===== src/rtl/vga_timing_gen.sv =====
// Raster timing generator: counts pixels/lines on the pixel clock and
// registers every raster output from the next counter value so all outputs
// stay cycle-aligned with pos_h/pos_v.
module vga_timing_gen #(
   parameter int unsigned H_ACTIVE = 640,
   parameter int unsigned H_FP     = 16,
   parameter int unsigned H_SYNC   = 96,
   parameter int unsigned H_BP     = 48,
   parameter int unsigned V_ACTIVE = 480,
   parameter int unsigned V_FP     = 10,
   parameter int unsigned V_SYNC   = 2,
   parameter int unsigned V_BP     = 33,
   parameter bit          SYNC_POL = 1'b0
) (
   input  logic        pix_clk,
   input  logic        rst,
   input  logic        locked,
   output logic [9:0]  pos_h,
   output logic [9:0]  pos_v,
   output logic        blank,
   output logic        hsync,
   output logic        vsync,
   output logic        line_start,
   output logic        frame_start,
   output logic [15:0] frame_cnt
);

   localparam int unsigned CW       = 10;
   localparam int unsigned FW       = 16;
   localparam int unsigned H_TOTAL  = H_ACTIVE + H_FP + H_SYNC + H_BP;
   localparam int unsigned V_TOTAL  = V_ACTIVE + V_FP + V_SYNC + V_BP;
   localparam int unsigned HS_START = H_ACTIVE + H_FP;
   localparam int unsigned HS_END   = HS_START + H_SYNC;
   localparam int unsigned VS_START = V_ACTIVE + V_FP;
   localparam int unsigned VS_END   = VS_START + V_SYNC;

   // Counters are 10 bits wide, so neither total may exceed 1024
   if (H_TOTAL > 1024 || V_TOTAL > 1024) begin : g_bad_totals
      $error("vga_timing_gen: H_TOTAL and V_TOTAL must both be <= 1024");
   end

   typedef enum logic {IDLE = 1'b0, RUN = 1'b1} state_t;

   state_t          r_state;
   logic [CW-1:0]   r_pos_h;
   logic [CW-1:0]   r_pos_v;
   logic            r_blank;
   logic            r_hsync;
   logic            r_vsync;
   logic            r_line_start;
   logic            r_frame_start;
   logic [FW-1:0]   r_frame_cnt;

   state_t          w_state_nxt;
   logic            w_run;
   logic [CW-1:0]   w_h_nxt;
   logic [CW-1:0]   w_v_nxt;
   logic [FW-1:0]   w_fc_nxt;
   logic            w_blank_nxt;
   logic            w_hsync_nxt;
   logic            w_vsync_nxt;
   logic            w_line_start_nxt;
   logic            w_frame_start_nxt;

   // Next state, next counters and the outputs decoded from those counters
   always_comb begin
      w_state_nxt       = r_state;
      w_run             = 1'b0;
      w_h_nxt           = '0;
      w_v_nxt           = '0;
      w_fc_nxt          = '0;
      w_blank_nxt       = 1'b1;
      w_hsync_nxt       = ~SYNC_POL;
      w_vsync_nxt       = ~SYNC_POL;
      w_line_start_nxt  = 1'b0;
      w_frame_start_nxt = 1'b0;

      case (r_state)
         IDLE: begin
            if (locked) begin
               w_state_nxt = RUN;
               w_run       = 1'b1;
            end
         end
         RUN: begin
            if (locked) begin
               w_run    = 1'b1;
               w_fc_nxt = r_frame_cnt;
               if (r_pos_h == CW'(H_TOTAL - 1)) begin
                  if (r_pos_v == CW'(V_TOTAL - 1)) begin
                     w_fc_nxt = r_frame_cnt + FW'(1);
                  end else begin
                     w_v_nxt = r_pos_v + CW'(1);
                  end
               end else begin
                  w_h_nxt = r_pos_h + CW'(1);
                  w_v_nxt = r_pos_v;
               end
            end else begin
               w_state_nxt = IDLE;
            end
         end
         default: w_state_nxt = IDLE;
      endcase

      if (w_run) begin
         w_blank_nxt       = (w_h_nxt >= CW'(H_ACTIVE)) || (w_v_nxt >= CW'(V_ACTIVE));
         w_hsync_nxt       = ((w_h_nxt >= CW'(HS_START)) && (w_h_nxt < CW'(HS_END)))
                             ? SYNC_POL : ~SYNC_POL;
         w_vsync_nxt       = ((w_v_nxt >= CW'(VS_START)) && (w_v_nxt < CW'(VS_END)))
                             ? SYNC_POL : ~SYNC_POL;
         w_line_start_nxt  = (w_h_nxt == '0);
         w_frame_start_nxt = (w_h_nxt == '0) && (w_v_nxt == '0);
      end
   end

   // State and output registers; reset forces the idle values immediately
   always_ff @(posedge pix_clk or posedge rst) begin
      if (rst) begin
         r_state       <= IDLE;
         r_pos_h       <= '0;
         r_pos_v       <= '0;
         r_blank       <= 1'b1;
         r_hsync       <= ~SYNC_POL;
         r_vsync       <= ~SYNC_POL;
         r_line_start  <= 1'b0;
         r_frame_start <= 1'b0;
         r_frame_cnt   <= '0;
      end else begin
         r_state       <= w_state_nxt;
         r_pos_h       <= w_h_nxt;
         r_pos_v       <= w_v_nxt;
         r_blank       <= w_blank_nxt;
         r_hsync       <= w_hsync_nxt;
         r_vsync       <= w_vsync_nxt;
         r_line_start  <= w_line_start_nxt;
         r_frame_start <= w_frame_start_nxt;
         r_frame_cnt   <= w_fc_nxt;
      end
   end

   assign pos_h       = r_pos_h;
   assign pos_v       = r_pos_v;
   assign blank       = r_blank;
   assign hsync       = r_hsync;
   assign vsync       = r_vsync;
   assign line_start  = r_line_start;
   assign frame_start = r_frame_start;
   assign frame_cnt   = r_frame_cnt;

endmodule


===== config.mk =====
export PLATFORM = sky130hd
export DESIGN_NAME = vga_timing_gen
export DESIGN_NICKNAME = d
export VERILOG_FILES = /design/src/rtl/vga_timing_gen.sv
export SDC_FILE = /design/constraint.sdc
export NUM_CORES = 1
export LEC_CHECK = 0
export ABC_CLOCK_PERIOD_IN_PS = 2970
export BUFFER_PORTS_ARGS = -buffer_cell sky130_fd_sc_hd__clkbuf_2
export CORE_AREA = 2 2 81 83
export CTS_CLUSTER_DIAMETER = 200
export DETAILED_ROUTE_END_ITERATION = 7
export DIE_AREA = 0 0 83 85
export RECOVER_POWER = 25
export SLEW_MARGIN = 20
export SYNTH_ARGS = -nofsm -noshare
export SYNTH_HDL_FRONTEND = slang
export SYNTH_SLANG_ARGS = --single-unit
export TNS_END_PERCENT = 100

===== constraint.sdc =====
create_clock -name pix_clk -period 2.97 [get_ports pix_clk]
set_clock_uncertainty 0.05 [all_clocks]
set_input_delay 0.594 -clock pix_clk [delete_from_list [all_inputs] [get_ports pix_clk]]
set_output_delay 0.594 -clock pix_clk [all_outputs]
set_load 0.02 [all_outputs]

* Word-level counts from Yosys, hierarchy flattened
Cells that the tools add are included.
Cells by class: bitwise operators 0, div/mod/pow operators 0, shifts and indexed selects 0, eq/ne operators 4, multipliers 0, muxes and demuxes 19, reductions and logical operators 7, add/subtract/negate cells 3, $lt $le $gt $ge 6
Operators with widths (number):
- two-way mux 10 bit | 7
- two-way mux 16 bit | 4
- adder 10 x 1 -> 10 bit, second input constant | 2
- == test 10 bit, second input constant | 2
- >= comparator 10 bit, second input constant | 2
- >= comparator 10 x 9 -> 1 bit, second input constant | 2
- zero test 10 bit | 2
- adder 16 x 1 -> 16 bit, second input constant | 1
- < comparator 10 bit, second input constant | 1
- < comparator 10 x 9 -> 1 bit, second input constant | 1
- two-way mux 1 bit | 8
- inequality test 3 x 2 -> 1 bit, second input constant | 2
- logical AND 1 bit | 3
- AND reduction 2 bit | 1
- logical OR 1 bit | 1
Storage, ports and cells: input port bits 3, bits in read-only memories 0, memory bits (writable) 0, latch bits 0, memories 0, word-level logic and storage cells 48, flip-flop bits (word level) 42

* Logic depth before layout (Yosys ltp)
depth in word-level cells 9, depth in mapped cells 10, mapped depth without buffers 8

* Worst setup path before layout
Ideal clock, no wire load.
path kind register to register, from reg r_pos_h[0], in the netlist pos_h[0], to reg r_blank, in the netlist blank, path buffers 0, period minus slack after synthesis 2.573 ns, cell stages (with the launch flop) 8, library setup time 0.095 ns, setup slack 0.397 ns, data arrival time 2.428 ns, path through dfrtp_1 > ha_1 > nand4_1 > or3_4 > or2_1 > xor2_1 > a2111oi_2 > or4b_1
On the way: longest elaborated chain between the ends 7, elaborated cells between the ends (all ways) 12, those cells by class 1 x add/sub; 2 x order compare; 1 x eq/ne; 7 x mux; 1 x reduce/logical
RTL lines:
- start: declaration | RTL line 45 | logic [CW-1:0] r_pos_h;
- start signal: assignment | RTL line 131 | r_pos_h <= w_h_nxt;
- adder 10 x 1 -> 10 bit / == test 10 bit (equally long branches) | RTL line 96, 89
- two-way mux 10 bit | RTL line 89 | if (r_pos_h == CW'(H_TOTAL - 1)) begin
- two-way mux 10 bit | RTL line 86 | if (locked) begin
- two-way mux 10 bit | RTL line 78 | case (r_state)
- >= comparator 10 bit / >= comparator 10 x 9 -> 1 bit (equally long branches) | RTL line 107 | w_blank_nxt = (w_h_nxt >= CW'(H_ACTIVE)) || (w_v_nxt >= CW'(V_ACTIVE));
- logical OR 1 bit * | RTL line 107
- two-way mux 1 bit * | RTL line 106 | if (w_run) begin
- via w_blank_nxt | RTL line 59 | logic w_blank_nxt;
- end signal: assignment | RTL line 133 | r_blank <= w_blank_nxt;
- end: declaration | RTL line 47 | logic r_blank;
The timed path passes the listed nets; every way through them passes the cells marked *. A chain may end at the register's enable or synchronous reset.

* Worst setup path after layout
from reg r_pos_h[5], in the netlist pos_h[5], to reg r_blank, in the netlist blank
Same word-level chain as after synthesis.

==> flow_metrics.py <==
metrics = {
    "outcome": {
        "status": "completed",
    },
    "clock_tree": {
        "cts_root_buf": "clkbuf_8",
        "cts_setup_buffers": 0,
        "insertion_delay_ns": 0.31,
        "path_clk_slew_ns": 0.09,
        "clockBufferDepth": 2,
        "cts_hold_buffers": 0,
        "cts_made_buffers": 5,
        "cts_max_level": 2,
        "post_cts_resized": 0,
        "cts_sinks": 42,
        "cts_tree": "yes",
    },
    "worst_setup_path": {
        "max_stage_delay_ns": 0.51,
        "end_kind": "register",
        "worstPathArrival_ns": 2.75,
        "slowest_stage": "or4b_1",
        "critPathRequiredTime_ns": 3.14,
        "path_cells": "or3_4 > or3_4 > or2_1 > xor2_1 > a2111oi_2 > or4b_1",
        "crit_fanout": 13,
        "crit_type": "reg2reg",
        "path_common_cell": "or3_4",
        "cp-start-kind": "register",
    },
    "grt": {
        "antenna_found_initial": 0,
        "grt_pass1_vias": 1895,
        "grt_pass1_wl_um": 9466,
        "globalRoute.totalOverflow": 0,
        "grt_max_degree": 43,
        "grt_usage_pct": 16.50,
    },
    "synthesis": {
        "yosys_most_used_dff": "dfrtp_1",
        "ys_types": 48,
        "syn_area_um2": 2424,
        "yosysWarningCount": 0,
        "syn_nets": 276,
        "synth_fa_ha_area_share_pct": 2.065,
        "syn_inst": 269,
        "synthArstFlopShare_pct": 100.0,
        "ys_ff_latch": 42,
        "synth-simple-area-share_pct": 29.12,
        "synth_top_family_by_area": "simple AND/OR/NAND/NOR gates",
        "synth-xor-area-share_pct": 12.29,
        "ys_seq_area_share_pct": 43.52,
        "synth.area.mux_share_pct": 0,
        "synth_area_per_cell_um2": 9.010,
        "synth_edf_count": 0,
        "synth_compound_area_share_pct": 9.344,
    },
    "pwr": {
        "vdd_drop_max_mv": 0.1678,
        "pwr_density_cell_nw_per_um2": 358.2,
        "leakage_nw": 1.165,
        "p_total_mw": 1.003,
    },
    "floorplanning": {
        "die-area_um2": 7055,
        "die_w_um": 83,
        "ios": 44,
        "rows": 29,
        "die_h_um": 85,
        "start_util_pct": 39.06,
        "core_area_um2": 6205,
    },
    "timing": {
        "max_slew_margin_pct": 28.69,
        "maxSlewViolCount": 0,
        "finalHoldViolCount": 0,
        "worst_slew_pin_slew_ns": 1.070,
        "finalCriticalPeriod_ns": 2.580,
        "tns_ns": 0,
        "fmax_ghz": 0.3876,
        "fin_crit_sh_pct": 86.86,
        "setup_viol": 0,
        "hold_slack_ns": 0.4841,
        "setup_ws_ns": 0.3902,
        "rsz0062_at_grt": "false",
    },
    "place": {
        "placed_cell_area_um2": 2718,
        "dpl.hpwl_um": 3944,
        "pre_cts_ws_ns": 0.3896,
        "place.gp.congestion": 0.8627,
        "io_buffer_count": 43,
    },
    "final_layout": {
        "mostFrequentLayoutCell": "clkbuf_2",
        "nNetsFinal": 320,
        "insertedDiodeCount": 0,
        "finalInstanceArea_um2": 2800,
        "area_growth_pct": 15.54,
        "drive_gt1_share_pct": 21.66,
        "layout_common_cells": "clkbuf_2, nor2_1, dfrtp_1, nand2_1, xnor2_1",
    },
    "run": {
        "max-cap-violations": 0,
    },
    "drt": {
        "drtPass1Iterations": 4,
        "drc": 0,
        "drtIter0Drc": 105,
        "wl_um": 5620,
        "avgViaCountPerCell": 5.251,
        "wl_per_cell_um": 14.37,
        "num_vias": 2053,
        "ant_nets": 0,
    },
    "min_path": {
        "hold_path_class": "in2reg",
    },
}
[power breakdown]
part	switching, mW	internal (mW)	leakage, nW
Sequential	0.00376	0.577	0.571
Clock	0.210	0.166	0.0452
Combinational	0.0363	0.0103	0.549
Total	0.250	0.753	1.17
[per-stage QoR]
step / cells / utilization (%)
floorplan: 269 / -
global placement: 383 / 43.80
detailed placement: 383 / 43.80
CTS: 391 / 45.19
global route: 391 / 45.13
finish: 391 / 45.13
[cells by family (layout without fill, tap and decap cells)]
logic type      count (synthesis)  count (layout)
simple gates                  135             135
flops                          42              42
compound gates                 35              35
xor+xnor                       34              34
buf+inv                        19              64
fa+ha+maj                       4               4
[cell usage after synthesis (2+ instances only)]
master / count / area (um^2)
ha_1: 4 / 50.05
or3_1: 4 / 25.02
and3b_1: 2 / 17.52
xnor2_1: 19 / 166.4
buf_4: 2 / 15.01
nor4b_1: 2 / 17.52
inv_1: 7 / 26.28
dfstp_2: 3 / 78.83
or3_4: 2 / 22.52
and4_1: 3 / 26.28
and2_1: 4 / 25.02
nand2_1: 29 / 108.9
and3_1: 5 / 31.28
o21ai_1: 2 / 10.01
nor3_1: 5 / 25.02
dfrtp_1: 39 / 975.9
nor2_1: 42 / 157.7
nor4_1: 5 / 31.28
xor2_1: 15 / 131.4
nand4_1: 6 / 37.54
o21ai_0: 11 / 55.05
nand3_1: 14 / 70.07
clkbuf_1: 7 / 26.28
o22ai_1: 2 / 12.51
or4b_1: 2 / 20.02
buf_2: 2 / 10.01
nor3b_1: 2 / 15.01
a21oi_1: 9 / 45.04
[worst paths after layout]
path / slack, ns / end / cells past startpoint / start
min in group asynchronous: 0.54 / pos_h[0]$_DFF_PP0_ / 3 / rst
setup / recovery: 0.39 / blank$_DFF_PP1_ / 6 / pos_h[5]$_DFF_PP0_
setup reg to reg: 0.39 / blank$_DFF_PP1_ / 6 / pos_h[5]$_DFF_PP0_
max in group asynchronous: 1.67 / pos_v[2]$_DFF_PP0_ / 3 / rst
hold reg to reg: 0.51 / frame_cnt[15]$_DFFE_PP0P_ / 2 / frame_cnt[15]$_DFFE_PP0P_
hold / removal: 0.48 / r_state$_DFF_PP0_ / 1 / locked
[sequential cells by signal, indices dropped and copies added (netlist names)]
name	count
pos_h	10
hsync	1
blank	1
vsync	1
line_start	1
r_state	1
frame_start	1
pos_v	10
frame_cnt	16
[worst max-delay path, delay by kind of cell, from the launching register on]
family / cells / cell delay (ns)
flops: 1 / 0.49
xor+xnor: 1 / 0.21
simple gates: 4 / 1.68
compound gates: 1 / 0.07
[metal layers]
| layer | vias up | track usage (%) | wire length, um |
|---|---|---|---|
| li1 | 1024 | - | - |
| met1 | 979 | 23.69 | 2751 |
| met2 | 42 | 24.27 | 2567 |
| met3 | 8 | 3.696 | 230 |
| met4 | 0 | 6.408 | 70 |
| met5 | - | 0 | 0 |
[layout make-up]
| type | count | area [um^2] |
|---|---|---|
| clock buffers | 6 | 72.57 |
| well taps | 77 | 96.34 |
| multi-input cells | 208 | 1280 |
| inverters | 7 | 26.28 |
| flip-flops and latches | 42 | 1055 |
| clock inverters | 2 | 13.76 |
| repair buffers | 49 | 256.5 |
| fillers | 624 | 3405 |
Power figures use the tool's default switching activity.
